===== config.mk =====
export PLATFORM = sky130hd
export DESIGN_NAME = ysyx_23060184_lsu
export DESIGN_NICKNAME = d
export VERILOG_FILES = /design/src/rtl/ysyx_23060184_lsu_pkg.sv /design/src/rtl/ysyx_23060184_lsu_align.sv /design/src/rtl/ysyx_23060184_lsu.sv
export SDC_FILE = /design/constraint.sdc
export NUM_CORES = 1
export LEC_CHECK = 0
export BUFFER_PORTS_ARGS = -buffer_cell sky130_fd_sc_hd__buf_2
export CORE_MARGIN = 5
export CORE_UTILIZATION = 44
export DETAILED_ROUTE_END_ITERATION = 10
export GPL_TIMING_DRIVEN = 0
export PLACE_DENSITY = 0.76
export REMOVE_ABC_BUFFERS = 1
export SLEW_MARGIN = 30
export SYNTH_ARGS = -nofsm -noshare
export SYNTH_HDL_FRONTEND = slang
export SYNTH_SLANG_ARGS = --single-unit

===== constraint.sdc =====
create_clock -name clk -period 2 [get_ports clk]
set_input_delay 0.2 -clock clk [delete_from_list [all_inputs] [get_ports clk]]
set_output_delay 0.2 -clock clk [all_outputs]
set_load 0.01 [all_outputs]

===== src/rtl/ysyx_23060184_lsu_pkg.sv =====
// Shared LSU definitions: control-field widths, size/extend codes, FSM states and
// the helpers that decode a store mask or load opcode into an access size.
package ysyx_23060184_lsu_pkg;

    localparam int WMASK_LENGTH   = 2;
    localparam int ROPCODE_LENGTH = 3;

    localparam logic [WMASK_LENGTH-1:0] WRITE_BYTE = 2'd1;
    localparam logic [WMASK_LENGTH-1:0] WRITE_HALF = 2'd2;
    localparam logic [WMASK_LENGTH-1:0] WRITE_WORD = 2'd3;

    localparam logic [ROPCODE_LENGTH-1:0] READ_WORD  = 3'd1;
    localparam logic [ROPCODE_LENGTH-1:0] READ_HALF  = 3'd2;
    localparam logic [ROPCODE_LENGTH-1:0] READ_BYTE  = 3'd3;
    localparam logic [ROPCODE_LENGTH-1:0] READ_HALFU = 3'd4;
    localparam logic [ROPCODE_LENGTH-1:0] READ_BYTEU = 3'd5;

    typedef enum logic [1:0] {
        LSU_IDLE = 2'd0,
        LSU_REQ  = 2'd1,
        LSU_RSP  = 2'd2,
        LSU_DONE = 2'd3
    } lsu_state_e;

    typedef enum logic [1:0] {
        SZ_BYTE = 2'd0,
        SZ_HALF = 2'd1,
        SZ_WORD = 2'd2
    } size_e;

    // An absent or unknown code falls back to a full word access.
    function automatic size_e store_size(input logic [WMASK_LENGTH-1:0] wm);
        case (wm)
            WRITE_BYTE: return SZ_BYTE;
            WRITE_HALF: return SZ_HALF;
            default:    return SZ_WORD;
        endcase
    endfunction

    function automatic size_e load_size(input logic [ROPCODE_LENGTH-1:0] rop);
        case (rop)
            READ_BYTE, READ_BYTEU: return SZ_BYTE;
            READ_HALF, READ_HALFU: return SZ_HALF;
            default:               return SZ_WORD;
        endcase
    endfunction

    function automatic logic load_signed(input logic [ROPCODE_LENGTH-1:0] rop);
        return (rop == READ_BYTE) || (rop == READ_HALF);
    endfunction

endpackage


===== src/rtl/ysyx_23060184_lsu_align.sv =====
// Byte-lane logic for the LSU: store strobe/data replication, misalignment check on the
// incoming instruction, and load shift plus sign/zero extension on the returned word.
module ysyx_23060184_lsu_align
    import ysyx_23060184_lsu_pkg::*;
#(
    parameter int DATA_W = 32
) (
    input  logic [1:0]                addr_lo,
    input  logic                      mem_read,
    input  logic                      mem_write,
    input  logic [WMASK_LENGTH-1:0]   wmask,
    input  logic [ROPCODE_LENGTH-1:0] ropcode,
    input  logic [DATA_W-1:0]         store_data,
    output logic [3:0]                wstrb,
    output logic [DATA_W-1:0]         wdata,
    output logic                      misaligned,
    input  logic [1:0]                ld_addr_lo,
    input  logic [ROPCODE_LENGTH-1:0] ld_ropcode,
    input  logic [DATA_W-1:0]         rdata,
    output logic [DATA_W-1:0]         ldata
);

    size_e              st_size;
    size_e              acc_size;
    logic [DATA_W-1:0]  shifted;
    logic signed [7:0]  sbyte;
    logic signed [15:0] shalf;

    always_comb begin
        st_size  = store_size(wmask);
        // A store wins when both read and write are flagged.
        acc_size = mem_write ? st_size : load_size(ropcode);
        misaligned = (mem_read || mem_write) &&
                     (((acc_size == SZ_HALF) && addr_lo[0]) ||
                      ((acc_size == SZ_WORD) && (addr_lo != 2'b00)));

        wstrb = 4'b0000;
        wdata = store_data;
        if (mem_write) begin
            case (st_size)
                SZ_BYTE: begin
                    wstrb = 4'b0001 << addr_lo;
                    wdata = {4{store_data[7:0]}};
                end
                SZ_HALF: begin
                    wstrb = 4'b0011 << addr_lo;
                    wdata = {2{store_data[15:0]}};
                end
                default: wstrb = 4'b1111;
            endcase
        end
    end

    always_comb begin
        shifted = rdata >> {ld_addr_lo, 3'b000};
        sbyte   = shifted[7:0];
        shalf   = shifted[15:0];
        case (load_size(ld_ropcode))
            SZ_BYTE: ldata = load_signed(ld_ropcode) ? DATA_W'(sbyte) : DATA_W'(shifted[7:0]);
            SZ_HALF: ldata = load_signed(ld_ropcode) ? DATA_W'(shalf) : DATA_W'(shifted[15:0]);
            default: ldata = shifted;
        endcase
    end

endmodule


===== src/rtl/ysyx_23060184_lsu.sv =====
// Load/store unit: one memory transaction per instruction over valid/ready request and
// response channels; non-memory results pass straight through to writeback.
module ysyx_23060184_lsu
    import ysyx_23060184_lsu_pkg::*;
#(
    parameter int ADDR_W = 32,
    parameter int DATA_W = 32
) (
    input  logic                      clk,
    input  logic                      rstn,
    input  logic                      in_valid,
    output logic                      in_ready,
    input  logic                      MemRead,
    input  logic                      MemWrite,
    input  logic [WMASK_LENGTH-1:0]   Wmask,
    input  logic [ROPCODE_LENGTH-1:0] Ropcode,
    input  logic [ADDR_W-1:0]         alu_result,
    input  logic [DATA_W-1:0]         store_data,
    output logic                      req_valid,
    input  logic                      req_ready,
    output logic [ADDR_W-1:0]         req_addr,
    output logic                      req_wen,
    output logic [DATA_W-1:0]         req_wdata,
    output logic [3:0]                req_wstrb,
    input  logic                      rsp_valid,
    output logic                      rsp_ready,
    input  logic [DATA_W-1:0]         rsp_rdata,
    input  logic                      rsp_err,
    output logic                      out_valid,
    input  logic                      out_ready,
    output logic [DATA_W-1:0]         out_data,
    output logic                      out_err
);

    lsu_state_e                state;
    logic [1:0]                ld_addr_lo;
    logic [ROPCODE_LENGTH-1:0] ld_ropcode;
    logic                      is_store;
    logic [3:0]                wstrb;
    logic [DATA_W-1:0]         wdata;
    logic                      misaligned;
    logic [DATA_W-1:0]         ldata;

    ysyx_23060184_lsu_align #(.DATA_W(DATA_W)) u_align (
        .addr_lo    (alu_result[1:0]),
        .mem_read   (MemRead),
        .mem_write  (MemWrite),
        .wmask      (Wmask),
        .ropcode    (Ropcode),
        .store_data (store_data),
        .wstrb      (wstrb),
        .wdata      (wdata),
        .misaligned (misaligned),
        .ld_addr_lo (ld_addr_lo),
        .ld_ropcode (ld_ropcode),
        .rdata      (rsp_rdata),
        .ldata      (ldata)
    );

    always_ff @(posedge clk) begin
        if (!rstn) begin
            state      <= LSU_IDLE;
            in_ready   <= 1'b1;
            req_valid  <= 1'b0;
            req_addr   <= '0;
            req_wen    <= 1'b0;
            req_wdata  <= '0;
            req_wstrb  <= 4'b0000;
            rsp_ready  <= 1'b0;
            out_valid  <= 1'b0;
            out_data   <= '0;
            out_err    <= 1'b0;
            ld_addr_lo <= 2'b00;
            ld_ropcode <= '0;
            is_store   <= 1'b0;
        end else begin
            case (state)
                LSU_IDLE: if (in_valid) begin
                    in_ready   <= 1'b0;
                    ld_addr_lo <= alu_result[1:0];
                    ld_ropcode <= Ropcode;
                    is_store   <= MemWrite;
                    if (!MemRead && !MemWrite) begin
                        out_data  <= DATA_W'(alu_result);
                        out_err   <= 1'b0;
                        out_valid <= 1'b1;
                        state     <= LSU_DONE;
                    end else if (misaligned) begin
                        out_data  <= '0;
                        out_err   <= 1'b1;
                        out_valid <= 1'b1;
                        state     <= LSU_DONE;
                    end else begin
                        req_valid <= 1'b1;
                        req_addr  <= {alu_result[ADDR_W-1:2], 2'b00};
                        req_wen   <= MemWrite;
                        req_wdata <= wdata;
                        req_wstrb <= wstrb;
                        state     <= LSU_REQ;
                    end
                end
                LSU_REQ: if (req_ready) begin
                    req_valid <= 1'b0;
                    rsp_ready <= 1'b1;
                    state     <= LSU_RSP;
                end
                LSU_RSP: if (rsp_valid) begin
                    rsp_ready <= 1'b0;
                    out_data  <= is_store ? '0 : ldata;
                    out_err   <= rsp_err;
                    out_valid <= 1'b1;
                    state     <= LSU_DONE;
                end
                LSU_DONE: if (out_ready) begin
                    out_valid <= 1'b0;
                    in_ready  <= 1'b1;
                    state     <= LSU_IDLE;
                end
                default: state <= LSU_IDLE;
            endcase
        end
    end

endmodule


==> out/results.ini <==
[sta]
worst_pin_slew_ps = 636
period_needed_ps = 1890
clock_skew_ps = 7.76
max_slew_margin_pct = 57.6
final-setup-viol-count = 0
max_freq_mhz = 529
drv_slew = 0
hold_violations = 0
setup_tns_ps = 0
period_share_pct = 94.4

[status]
status = finished, final reports clean

[cts]
ctsHtreeMaxLevel = 3
clockBufferDepth = 2
clkLatencyLatePin_ps = 360
clk_pin_slew_ps = 70
cts_buffers = 9
hold_buffers = 0
cts_tree = built
cts-root-buf = clkbuf_16
cts_sinks = 112

[grt]
grt_pass1_wl_mm = 29.1
grt_pass1_vias = 5441
grt_max_degree = 68
grt-ovfl-total = 0
grt_usage_pct = 24.8
grt_antenna_before_repair = 0

[power]
p_per_area_nw_per_um2 = 1260
leakagePower_nw = 3.14
ir_drop_v = 0.000668

[worst_setup_path]
critical_path_required_ps = 2270
arrival_ps = 2160
criticalPathCategory = in -> reg
worstSetupStartpointType = input pin
endpoint_kind = flop
critPathMaxFanout = 23

[synthesis]
yosysSeqAreaShare_pct = 40.5
synth_top_area_share_pct = 40.5
synth-edff-count = 0
yosys_warnings = 0
yosys-top-cells-area = dfxtp_1 (40%), nand2_1 (10%), a21oi_1 (9.1%)
yosysTopAreaCell = dfxtp_1
synth_cells = 670
synth.distinct_cells = 46
yosys.area_share.simple_pct = 15.4
muxShareOfSynthArea_pct = 3.30
synth_xor_area_share_pct = 0.791
avgSynthCellArea_um2 = 8.26
synth-adder-area-share_pct = 1.58
ys.flop_type = dfxtp_1
ys_async_sr_fraction_pct = 0
ys_ff_latch = 112
synth_compound_area_share_pct = 31.4
synth_top_family_by_area = compound AO/OA/AOI/OAI gates
synth_area_um2 = 5540

[finish]
final_cells = 1035
post-route-util_pct = 59.2
area_growth_syn_to_layout_pct = 33.4
fillers = 1140
nets = 974
final_layout_size_suffix_gt1_share_pct = 35.0

[floorplan]
die_h_um = 122
dieArea_um2 = 14900
pin_count = 216
rows = 41
die_w_um = 122
initial_core_util_pct = 44.4
coreArea_um2 = 12500

[drt]
drc_errors = 0
routedWlPerCell_um = 18.8
ant_nets = 0
wl_mm = 19.5
viasPerCell = 5.66
drtPass1Iterations = 5
initialDrtViolationCount = 566
num_vias = 5853

[worst_hold_path]
hp-class = in -> reg

[placement]
finalWeightedCongestion = 0.832
post-place-cells = 1000
dp_hpwl_mm = 12.8
numPortBuffers = 213

[run]
drv_cap = 0

worst paths after layout:
| kind | from | to | slack (ps) | cells after the start |
|---|---|---|---|---|
| setup reg to reg | ld_ropcode[2]$_SDFFE_PN0P_ | out_data[8]$_SDFFE_PN0P_ | 140 | 7 |
| hold / removal | req_ready | req_valid$_SDFFE_PN0P_ | 50 | 2 |
| hold reg to reg | req_addr[31]$_SDFFE_PN0P_ | req_addr[31]$_SDFFE_PN0P_ | 450 | 2 |
| setup / recovery | Wmask[0] | out_data[11]$_SDFFE_PN0P_ | 110 | 11 |
cell usage after synthesis (all sizes together) (2+ instances only):
master and n:
nand2 151, dfxtp 112, a21oi 101, clkbuf 35, a211oi 33, buf 32
nor2 26, a22oi 21, o211ai 18, mux2i 16, a32oi 15, a211o 14
o21ai 12, nor2b 11, inv 10, a311oi 9, a221o 8, nand2b 8
ha 7, and3 3, xnor2 3, a31oi 2, and2 2, nand3 2
nor3 2, o2111ai 2, o21a 2, or2 2, xor2 2
state kept, by name, summed over array words and instances, names as in the netlist:
| name | flops |
|---|---|
| in_ready | 1 |
| is_store | 1 |
| ld_addr_lo | 2 |
| ld_ropcode | 3 |
| out_data | 32 |
| out_err | 1 |
| out_valid | 1 |
| req_addr | 30 |
| req_valid | 1 |
| req_wdata | 32 |
| req_wen | 1 |
| req_wstrb | 4 |
| rsp_ready | 1 |
| state | 2 |
cells in the final DEF, fill, tap and decap left out, types with 2 or more instances in the layout:
cell and n:
nor2_1 25, nand2_1 151, a221o_1 8, ha_1 3, and3_1 2, buf_12 3
a311oi_1 2, nand3_1 2, nand2b_1 8, a21oi_1 100, nor2b_1 8, a32oi_1 15
clkbuf_16 10, clkinvlp_4 3, dfxtp_4 2, buf_16 7, a211oi_1 22, mux2i_1 16
and2_4 2, buf_4 12, o21ai_4 2, o211ai_1 17, buf_6 3, ha_4 4
o2111ai_1 2, nor2b_4 2, inv_1 8, xnor2_1 3, dfxtp_1 109, o21ai_0 10
a311oi_2 7, a211o_1 14, a22oi_1 21, a31oi_1 2, conb_1 2, a211oi_2 11
buf_2 213, clkbuf_1 2
layout make-up:
type | instances | area (um^2) | share of cell area, %
Antenna cell | 1 | 2.50 | 0.0339
Clock buffer | 11 | 233 | 3.15
Clock inverter | 5 | 57.6 | 0.780
Inverter | 10 | 42.5 | 0.576
Multi-Input combinational cell | 484 | 3100 | 42.0
Sequential cell | 112 | 2250 | 30.5
Tap cell | 172 | 215 | 2.91
Timing Repair Buffer | 240 | 1480 | 20.1
per-stage QoR:
step / instance area, um^2 / power, mW / setup slack, ps / hold slack [ps]
5_1_grt: 7380 / 9.83 / -3.40 / 72.1
3_3_place_gp: 6480 / 6.64 / -3450 / 405
3_5_place_dp: 6750 / 6.94 / -1030 / 417
6_report: 7380 / 9.28 / 111 / 49.9
4_1_cts: 7270 / 9.09 / 1.78 / 38.0
2_1_floorplan: 5190 / 5.38 / -1510 / 276
layer usage:
layer | part of all wire [%] | vias up | track usage (%)
met5 | 0 | - | 0
met4 | 2.7 | 0 | 10.4
met3 | 11 | 41 | 7.10
met2 | 46 | 320 | 40.5
met1 | 40 | 2711 | 30.8
li1 | - | 2781 | -
critical path, stage by stage:
cell	delay (ps)
buf_2	110
inv_1	90
ha_4	250
nor2b_2	180
a221oi_4	320
buf_12	160
o21ai_4	70
buf_16	180
and2_4	190
buf_4	180
a211oi_1	210
where the power goes:
group	leakage [nW]	switching, mW	total (mW)	internal [mW]
clock	0.132	0.841	1.81	0.972
combinational	2.09	2.56	4.44	1.88
sequential	0.917	0.288	3.03	2.74
logic make-up after synthesis:
| logic type | count (synthesis) |
|---|---|
| simple gates | 208 |
| other cells | 1 |
| xor+xnor | 5 |
| buf+inv | 77 |
| flops | 112 |
| compound gates | 243 |
| mux | 17 |
| fa+ha+maj | 7 |
repair_timing:
item | 4_1_cts | 5_1_grt
pin swaps | 4 | 1
resized for setup | 20 | 9
cloned | 2 | 1
endpoints found under the setup margin | 99 | 51
hold endpoints to repair | 0 | 0
buffers inserted | 12 | 3
Power figures use the tool's default switching activity.
